==> config.mk <==
export PLATFORM = sky130hd
export DESIGN_NAME = flt_mc_fir_flat
export DESIGN_NICKNAME = d
export VERILOG_FILES = /design/src/rtl/flt_mc_fir_if.sv /design/src/rtl/flt_mc_fir.sv /design/src/flat_wrapper.sv
export SDC_FILE = /design/constraint.sdc
export NUM_CORES = 2
export LEC_CHECK = 0
export CAP_MARGIN = 20
export CORE_MARGIN = 2
export CORE_UTILIZATION = 30
export DETAILED_ROUTE_END_ITERATION = 7
export DONT_BUFFER_PORTS = 1
export MAX_ROUTING_LAYER = met4
export PLACE_DENSITY = 0.48
export SYNTH_ARGS = -nofsm -noshare
export SYNTH_HDL_FRONTEND = slang
export SYNTH_SLANG_ARGS = --single-unit
export TNS_END_PERCENT = 100
==> constraint.sdc <==
create_clock -name Clk_CI -period 31.1 [get_ports Clk_CI]
set_input_delay 9.33 -clock Clk_CI [delete_from_list [all_inputs] [get_ports Clk_CI]]
set_output_delay 9.33 -clock Clk_CI [all_outputs]
set_load 0.02 [all_outputs]
==> src/rtl/flt_mc_fir_if.sv <==
// flt_mc_fir_if: coefficient write port, sample input handshake and
// filtered output bundle for flt_mc_fir. The master drives coefficients
// and samples. The slave (the filter) answers with ready and results.
interface flt_mc_fir_if #(
  parameter int IN_WIDTH   = 24,
  parameter int OUT_WIDTH  = 24,
  parameter int COF_WIDTH  = 16,
  parameter int ADDR_WIDTH = 5,
  parameter int CH_W       = 1
);
  logic                         WrEn_SI;
  logic [ADDR_WIDTH-1:0]        Addr_DI;
  logic signed [COF_WIDTH-1:0]  PAR_In_DI;
  logic                         In_Valid_SI;
  logic [CH_W-1:0]              In_Ch_DI;
  logic signed [IN_WIDTH-1:0]   FLT_In_DI;
  logic                         In_Ready_SO;
  logic                         Out_Valid_SO;
  logic [CH_W-1:0]              Out_Ch_DO;
  logic signed [OUT_WIDTH-1:0]  FLT_Out_DO;

  modport master (
    output WrEn_SI, Addr_DI, PAR_In_DI, In_Valid_SI, In_Ch_DI, FLT_In_DI,
    input  In_Ready_SO, Out_Valid_SO, Out_Ch_DO, FLT_Out_DO
  );

  modport slave (
    input  WrEn_SI, Addr_DI, PAR_In_DI, In_Valid_SI, In_Ch_DI, FLT_In_DI,
    output In_Ready_SO, Out_Valid_SO, Out_Ch_DO, FLT_Out_DO
  );
endinterface

==> src/rtl/flt_mc_fir.sv <==
// flt_mc_fir: multi-channel, time-multiplexed FIR filter. One shared MAC
// walks NUM_TAPS taps of the selected channel per accepted sample. The
// result is rounded, reduced to OUT_WIDTH and emitted with a one-cycle strobe.
// Optional macro FLT_SAT_EN: when defined, the output saturates to the
// OUT_WIDTH range. Otherwise it wraps (keeps the low OUT_WIDTH bits).
module flt_mc_fir #(
  parameter int IN_WIDTH   = 24,
  parameter int OUT_WIDTH  = 24,
  parameter int COF_WIDTH  = 16,
  parameter int FRAC_BITS  = 14,
  parameter int NUM_TAPS   = 8,
  parameter int NUM_CH     = 2,
  parameter int ADDR_WIDTH = 5
) (
  input logic         Clk_CI,
  input logic         Rst_RI,
  flt_mc_fir_if.slave bus
);

  localparam int CH_W     = (NUM_CH > 1) ? $clog2(NUM_CH) : 1;
  localparam int TAP_W    = $clog2(NUM_TAPS);
  localparam int NUM_COEF = NUM_CH * NUM_TAPS;
  localparam int PROD_W   = IN_WIDTH + COF_WIDTH;
  localparam int ACC_W    = PROD_W + TAP_W;
  localparam int R_W      = ACC_W - FRAC_BITS;
  localparam logic signed [ACC_W-1:0] RND = ACC_W'(1) << (FRAC_BITS - 1);

  typedef enum logic [1:0] {S_IDLE, S_MAC, S_OUT} state_t;

  state_t                       state_q, state_d;
  logic [CH_W-1:0]              ch_q, ch_d;
  logic [TAP_W-1:0]             k_q, k_d;
  logic signed [ACC_W-1:0]      acc_q, acc_d;
  logic signed [OUT_WIDTH-1:0]  out_q, out_d;
  logic [CH_W-1:0]              out_ch_q, out_ch_d;
  logic                         out_valid_q, out_valid_d;

  logic signed [COF_WIDTH-1:0]  coef_q [NUM_CH][NUM_TAPS];
  logic signed [COF_WIDTH-1:0]  coef_d [NUM_CH][NUM_TAPS];
  logic signed [IN_WIDTH-1:0]   x_q    [NUM_CH][NUM_TAPS];
  logic signed [IN_WIDTH-1:0]   x_d    [NUM_CH][NUM_TAPS];

  logic                         accept;
  logic                         ch_ok;
  logic [NUM_COEF-1:0]          wr_hit;
  logic [NUM_CH-1:0]            shift_en;
  logic signed [COF_WIDTH-1:0]  coef_rd;
  logic signed [IN_WIDTH-1:0]   x_rd;
  logic signed [PROD_W-1:0]     prod;
  logic signed [ACC_W-1:0]      rnd_sum;
  logic signed [R_W-1:0]        r;
  logic signed [OUT_WIDTH-1:0]  out_res;
  logic                         unused_bits;

  assign accept = bus.In_Valid_SI && (state_q == S_IDLE);
  assign ch_ok  = (32'(bus.In_Ch_DI) < NUM_CH);

  // Per-address write strobes; addresses beyond the last coefficient match nothing.
  for (genvar gi = 0; gi < NUM_COEF; gi++) begin : g_wr_hit
    assign wr_hit[gi] = bus.WrEn_SI && (bus.Addr_DI == ADDR_WIDTH'(gi));
  end

  // Per-channel shift enables: only the addressed channel's delay line moves.
  for (genvar gi = 0; gi < NUM_CH; gi++) begin : g_shift_en
    assign shift_en[gi] = accept && ch_ok && (bus.In_Ch_DI == CH_W'(gi));
  end

  // Product of the current tap. The coefficient is read from the registered
  // array, so a write landing on the same edge is seen only by later taps.
  assign prod    = PROD_W'(coef_rd) * PROD_W'(x_rd);
  assign rnd_sum = acc_q + RND;
  assign r       = rnd_sum[ACC_W-1:FRAC_BITS];

`ifdef FLT_SAT_EN
  localparam logic signed [R_W-1:0] R_MAX = R_W'((64'sd1 <<< (OUT_WIDTH - 1)) - 64'sd1);
  localparam logic signed [R_W-1:0] R_MIN = R_W'(-(64'sd1 <<< (OUT_WIDTH - 1)));
  assign out_res = (r > R_MAX) ? R_MAX[OUT_WIDTH-1:0] :
                   (r < R_MIN) ? R_MIN[OUT_WIDTH-1:0] : r[OUT_WIDTH-1:0];
  assign unused_bits = ^rnd_sum[FRAC_BITS-1:0];
`else
  assign out_res = r[OUT_WIDTH-1:0];
  assign unused_bits = ^{rnd_sum[FRAC_BITS-1:0], r[R_W-1:OUT_WIDTH]};
`endif

  // Next-state logic: coefficient writes, delay-line shifts, tap mux and FSM.
  always_comb begin
    state_d     = state_q;
    ch_d        = ch_q;
    k_d         = k_q;
    acc_d       = acc_q;
    out_d       = out_q;
    out_ch_d    = out_ch_q;
    out_valid_d = 1'b0;
    coef_rd     = '0;
    x_rd        = '0;

    for (int c = 0; c < NUM_CH; c++) begin
      for (int t = 0; t < NUM_TAPS; t++) begin
        coef_d[c][t] = wr_hit[c*NUM_TAPS + t] ? bus.PAR_In_DI : coef_q[c][t];
        x_d[c][t]    = x_q[c][t];
        if (ch_q == CH_W'(c) && k_q == TAP_W'(t)) begin
          coef_rd = coef_q[c][t];
          x_rd    = x_q[c][t];
        end
      end
      if (shift_en[c]) begin
        x_d[c][0] = bus.FLT_In_DI;
        for (int t = 1; t < NUM_TAPS; t++) begin
          x_d[c][t] = x_q[c][t-1];
        end
      end
    end

    case (state_q)
      S_IDLE: begin
        // Samples tagged with a nonexistent channel are consumed and dropped.
        if (accept && ch_ok) begin
          ch_d    = bus.In_Ch_DI;
          k_d     = '0;
          acc_d   = '0;
          state_d = S_MAC;
        end
      end
      S_MAC: begin
        acc_d = acc_q + ACC_W'(prod);
        k_d   = k_q + TAP_W'(1);
        if (k_q == TAP_W'(NUM_TAPS - 1)) begin
          state_d = S_OUT;
        end
      end
      S_OUT: begin
        out_d       = out_res;
        out_ch_d    = ch_q;
        out_valid_d = 1'b1;
        state_d     = S_IDLE;
      end
      default: state_d = S_IDLE;
    endcase
  end

  // State registers. Reset aborts any computation and clears all storage.
  always_ff @(posedge Clk_CI or posedge Rst_RI) begin
    if (Rst_RI) begin
      state_q     <= S_IDLE;
      ch_q        <= '0;
      k_q         <= '0;
      acc_q       <= '0;
      out_q       <= '0;
      out_ch_q    <= '0;
      out_valid_q <= 1'b0;
      for (int c = 0; c < NUM_CH; c++) begin
        for (int t = 0; t < NUM_TAPS; t++) begin
          coef_q[c][t] <= '0;
          x_q[c][t]    <= '0;
        end
      end
    end else begin
      state_q     <= state_d;
      ch_q        <= ch_d;
      k_q         <= k_d;
      acc_q       <= acc_d;
      out_q       <= out_d;
      out_ch_q    <= out_ch_d;
      out_valid_q <= out_valid_d;
      coef_q      <= coef_d;
      x_q         <= x_d;
    end
  end

  assign bus.In_Ready_SO  = (state_q == S_IDLE);
  assign bus.Out_Valid_SO = out_valid_q;
  assign bus.Out_Ch_DO    = out_ch_q;
  assign bus.FLT_Out_DO   = out_q;

endmodule

==> src/flat_wrapper.sv <==
// flat-port wrapper written by rule: the top's interface ports become plain ports
module flt_mc_fir_flat 
#(
  parameter int IN_WIDTH   = 24,
  parameter int OUT_WIDTH  = 24,
  parameter int COF_WIDTH  = 16,
  parameter int FRAC_BITS  = 14,
  parameter int NUM_TAPS   = 8,
  parameter int NUM_CH     = 2,
  parameter int ADDR_WIDTH = 5
)
  (Clk_CI, Rst_RI, bus_WrEn_SI, bus_Addr_DI, bus_PAR_In_DI, bus_In_Valid_SI, bus_In_Ch_DI, bus_FLT_In_DI, bus_In_Ready_SO, bus_Out_Valid_SO, bus_Out_Ch_DO, bus_FLT_Out_DO);
  flt_mc_fir_if #(.IN_WIDTH(IN_WIDTH), .OUT_WIDTH(OUT_WIDTH), .COF_WIDTH(COF_WIDTH), .ADDR_WIDTH(ADDR_WIDTH), .CH_W(1)) bus_i ();
  input logic Clk_CI;
  input logic Rst_RI;
  input wire logic [$bits(bus_i.WrEn_SI)-1:0] bus_WrEn_SI;
  input wire logic [$bits(bus_i.Addr_DI)-1:0] bus_Addr_DI;
  input wire logic [$bits(bus_i.PAR_In_DI)-1:0] bus_PAR_In_DI;
  input wire logic [$bits(bus_i.In_Valid_SI)-1:0] bus_In_Valid_SI;
  input wire logic [$bits(bus_i.In_Ch_DI)-1:0] bus_In_Ch_DI;
  input wire logic [$bits(bus_i.FLT_In_DI)-1:0] bus_FLT_In_DI;
  output wire logic [$bits(bus_i.In_Ready_SO)-1:0] bus_In_Ready_SO;
  output wire logic [$bits(bus_i.Out_Valid_SO)-1:0] bus_Out_Valid_SO;
  output wire logic [$bits(bus_i.Out_Ch_DO)-1:0] bus_Out_Ch_DO;
  output wire logic [$bits(bus_i.FLT_Out_DO)-1:0] bus_FLT_Out_DO;
  assign bus_i.WrEn_SI = bus_WrEn_SI;
  assign bus_i.Addr_DI = bus_Addr_DI;
  assign bus_i.PAR_In_DI = bus_PAR_In_DI;
  assign bus_i.In_Valid_SI = bus_In_Valid_SI;
  assign bus_i.In_Ch_DI = bus_In_Ch_DI;
  assign bus_i.FLT_In_DI = bus_FLT_In_DI;
  assign bus_In_Ready_SO = bus_i.In_Ready_SO;
  assign bus_Out_Valid_SO = bus_i.Out_Valid_SO;
  assign bus_Out_Ch_DO = bus_i.Out_Ch_DO;
  assign bus_FLT_Out_DO = bus_i.FLT_Out_DO;
  flt_mc_fir #(.IN_WIDTH(IN_WIDTH), .OUT_WIDTH(OUT_WIDTH), .COF_WIDTH(COF_WIDTH), .FRAC_BITS(FRAC_BITS), .NUM_TAPS(NUM_TAPS), .NUM_CH(NUM_CH), .ADDR_WIDTH(ADDR_WIDTH)) u_core (.Clk_CI(Clk_CI), .Rst_RI(Rst_RI), .bus(bus_i));
endmodule
==> summary.txt <==
Status
  – Status: finished, final reports clean

Cells and area
  – Layout area overhead: 11.0%
  – Filler Cells Inserted: around 16000
  – Layout cells sized above 1: between 20% and 30%
  – Net count, final: 4701

Detailed routing
  – Remaining DRCs: 0
  – DRT iter0 DRCs: between 2000 and 2500
  – Pre-antenna DRT Iters: 5
  – DR vias: between 30000 and 40000
  – DR WL/cell: approximately 21 µm
  – Routed vias/inst: 5.04
  – Final wirelength: around 130000 µm
  – Final ANT Viol Nets: 0

Worst setup path
  – Required @ worst endpoint: 31790 ps
  – Worst-path fanout max: 112
  – Startpoint Class: input port
  – Critical path class: in -> async
  – Worst setup EP type: async pin
  – Worst Path Arrival: about 13000 ps

Timing
  – Worst slew margin: 25.4%
  – Fin crit share: between 30 and 40%
  – Fmax: 0.0804 GHz
  – Hold Vio Cnt, Final: 0
  – Post-route setup TNS: 0 ps
  – RSZ-0062 raised after global routing: no
  – Final clock skew: about 54 ps
  – Finish-stage setup viols: 0
  – Pins Over Slew Limit: 0
  – Final critical-path required period: 12430 ps
  – Least-Margin Pin Slew: between 1000 and 1500 ps

Global routing
  – GR Overflow Total: 0
  – Grt met3 use: under 10%
  – Total GRT Usage: 17.7%
  – Grt peak-use layer: met2
  – Met2 usage: 27.0%
  – Vias in the first global route: between 30000 and 40000
  – Met1 Resource Use GR: between 20% and 30%
  – Global-route wire length before repair: 210000 µm
  – Initial antenna violation count: 3
  – Largest net degree at the start of global routing: roughly 110

Die
  – Die area: about 160000 µm²
  – Die W: between 300 and 400 µm
  – Core area: between 150000 and 200000 µm²
  – I/O Pins: 77
  – Die height: between 300 and 400 µm
  – Initial Utilization: 30.1%
  – Std-Cell Rows: about 150

Synthesis
  – Register area share after synthesis: approximately 38%
  – Mapped Nets: around 4800
  – Yosys warns: 0
  – Number of synthesized flops with an enable pin: 0
  – Syn_area_per_cell: 11.1 µm²
  – Distinct cells, synth: just over 80
  – Ys async rst share: 100%
  – Post-synth top cells: dfrtp_1 (710), mux2_2 (640), inv_1 (469), nand2_1 (399), fa_1 (396)
  – Syn Inst Count: between 4000 and 5000
  – Ys flop type: dfrtp_1
  – Synth area leaders: dfrtp_1 (38%), fa_1 (17%), mux2_2 (15%)
  – Cell taking the most area after synthesis: dfrtp_1
  – Flops & latches, synth: between 700 and 800
  – Synth top area share: a little under two fifths
  – Post-Syn Area: 47000 µm²
  – Most frequent cell after synthesis: dfrtp_1

Clock tree
  – Setup Buffers After CTS: 0
  – Total CTS buffers: 85
  – Root buffer cell: clkbuf_16
  – Clk_lat worst skew: slightly above 700 ps
  – Clock Pin Slew Worst Setup and Hold Paths: ~50 ps
  – TritonCTS clock tree: done
  – Clock buffer depth: 3
  – Clock Sinks: 710
  – CTS Hold Bufs: 0
  – CTS H-tree lvls: 3
  – Post-CTS Resized: 0

Hold path
  – Min-delay worst type: reg -> reg

Placed design
  – HPWL after DPL: approximately 93000 µm
  – Port Buffers: 0
  – GPL Wtd Cong: around 0.84

Run
  – Max cap viols: 0
through the flow:
stage          hold WS [ps]  utilization (%)  instance area [µm²]  setup slack, ps  std cells
2_1_floorplan           450                -                47000             1860       4245
3_3_place_gp            479             31.5                49000            17740       6105
3_5_place_dp            485             31.5                49100            17740       6108
4_1_cts                 498             33.4                52000            18480       6262
5_1_grt                 504             33.4                52100            18050       6266
6_report                493             33.4                52100            18670       6270
worst paths after layout:
check / from / to / slack, ps / depth (start not counted)
min: u_core.coef_q[223] / u_core.coef_q[223] / 490 / 1
max: Rst_RI / u_core.coef_q[214] / 18670 / 5
min reg2reg: u_core.coef_q[223] / u_core.coef_q[223] / 490 / 1
max in group Clk_CI: bus_In_Valid_SI / u_core.x_q[311] / 19280 / 6
max reg2reg: u_core.k_q[1] / u_core.acc_q[37] / 19770 / 33
min in group asynchronous: Rst_RI / u_core.acc_q[5] / 8620 / 1
cell usage in the layout (no fill, tap or decap), types with 37 or more instances in the layout:
cell	netlist	routed
mux2_2	640	640
nor2b_1	52	48
dfrtp_1	710	710
a211oi_1	55	54
clkbuf_16	0	85
buf_4	12	73
nor3_1	38	38
xor2_1	37	37
fa_1	396	396
a221oi_1	75	75
nand2_1	399	397
inv_1	469	468
o21ai_0	118	118
nor2_1	270	267
ha_1	116	113
a21oi_1	103	102
per-layer routing:
layer  up-vias  wire length [µm]  share of wire (%)
li1      14200                 -                  -
met1     16700             64400                 48
met2       612             60400                 45
met3       145              6970                5.2
met4         0              2630                2.0
met5         -                 0                  0
cell type report:
| type | instances | area [µm²] | area share (%) |
|---|---|---|---|
| Antenna cell | 6 | 15.0 | 0.0288 |
| Clock buffer | 126 | 2490 | 4.78 |
| Clock inverter | 28 | 470 | 0.903 |
| Inverter | 469 | 1770 | 3.39 |
| Multi-Input combinational cell | 2796 | 26400 | 50.7 |
| Sequential cell | 710 | 17800 | 34.1 |
| Tap cell | 2058 | 2570 | 4.94 |
| Timing Repair Buffer | 77 | 621 | 1.19 |
state kept, by name, summed over array words and instances, names as in the netlist:
name                     cells
u_core.acc_q                38
u_core.bus.FLT_Out_DO       24
u_core.bus.Out_Ch_DO         1
u_core.bus.Out_Valid_SO      1
u_core.ch_q                  1
u_core.coef_q              256
u_core.k_q                   3
u_core.state_q               2
u_core.x_q                 384
worst max-delay path, stage by stage:
cell	delay, ps
inv_8	450
buf_4	740
buf_4	760
buf_4	740
buf_4	810
logic make-up after synthesis:
family,after synthesis,synth area share (%)
buffers and inverters,739,6.26
DFF,710,37.8
AOI/OAI and AO/OA,642,10.3
and+or+nand+nor,929,8.95
muxes,642,15.4
xor gates and xnor gates,71,1.32
adders and majority gates,512,20.0
Power is left out: the tool's default activity adds up to more than one toggle a clock period on the data nets, which glitch-free logic cannot reach.
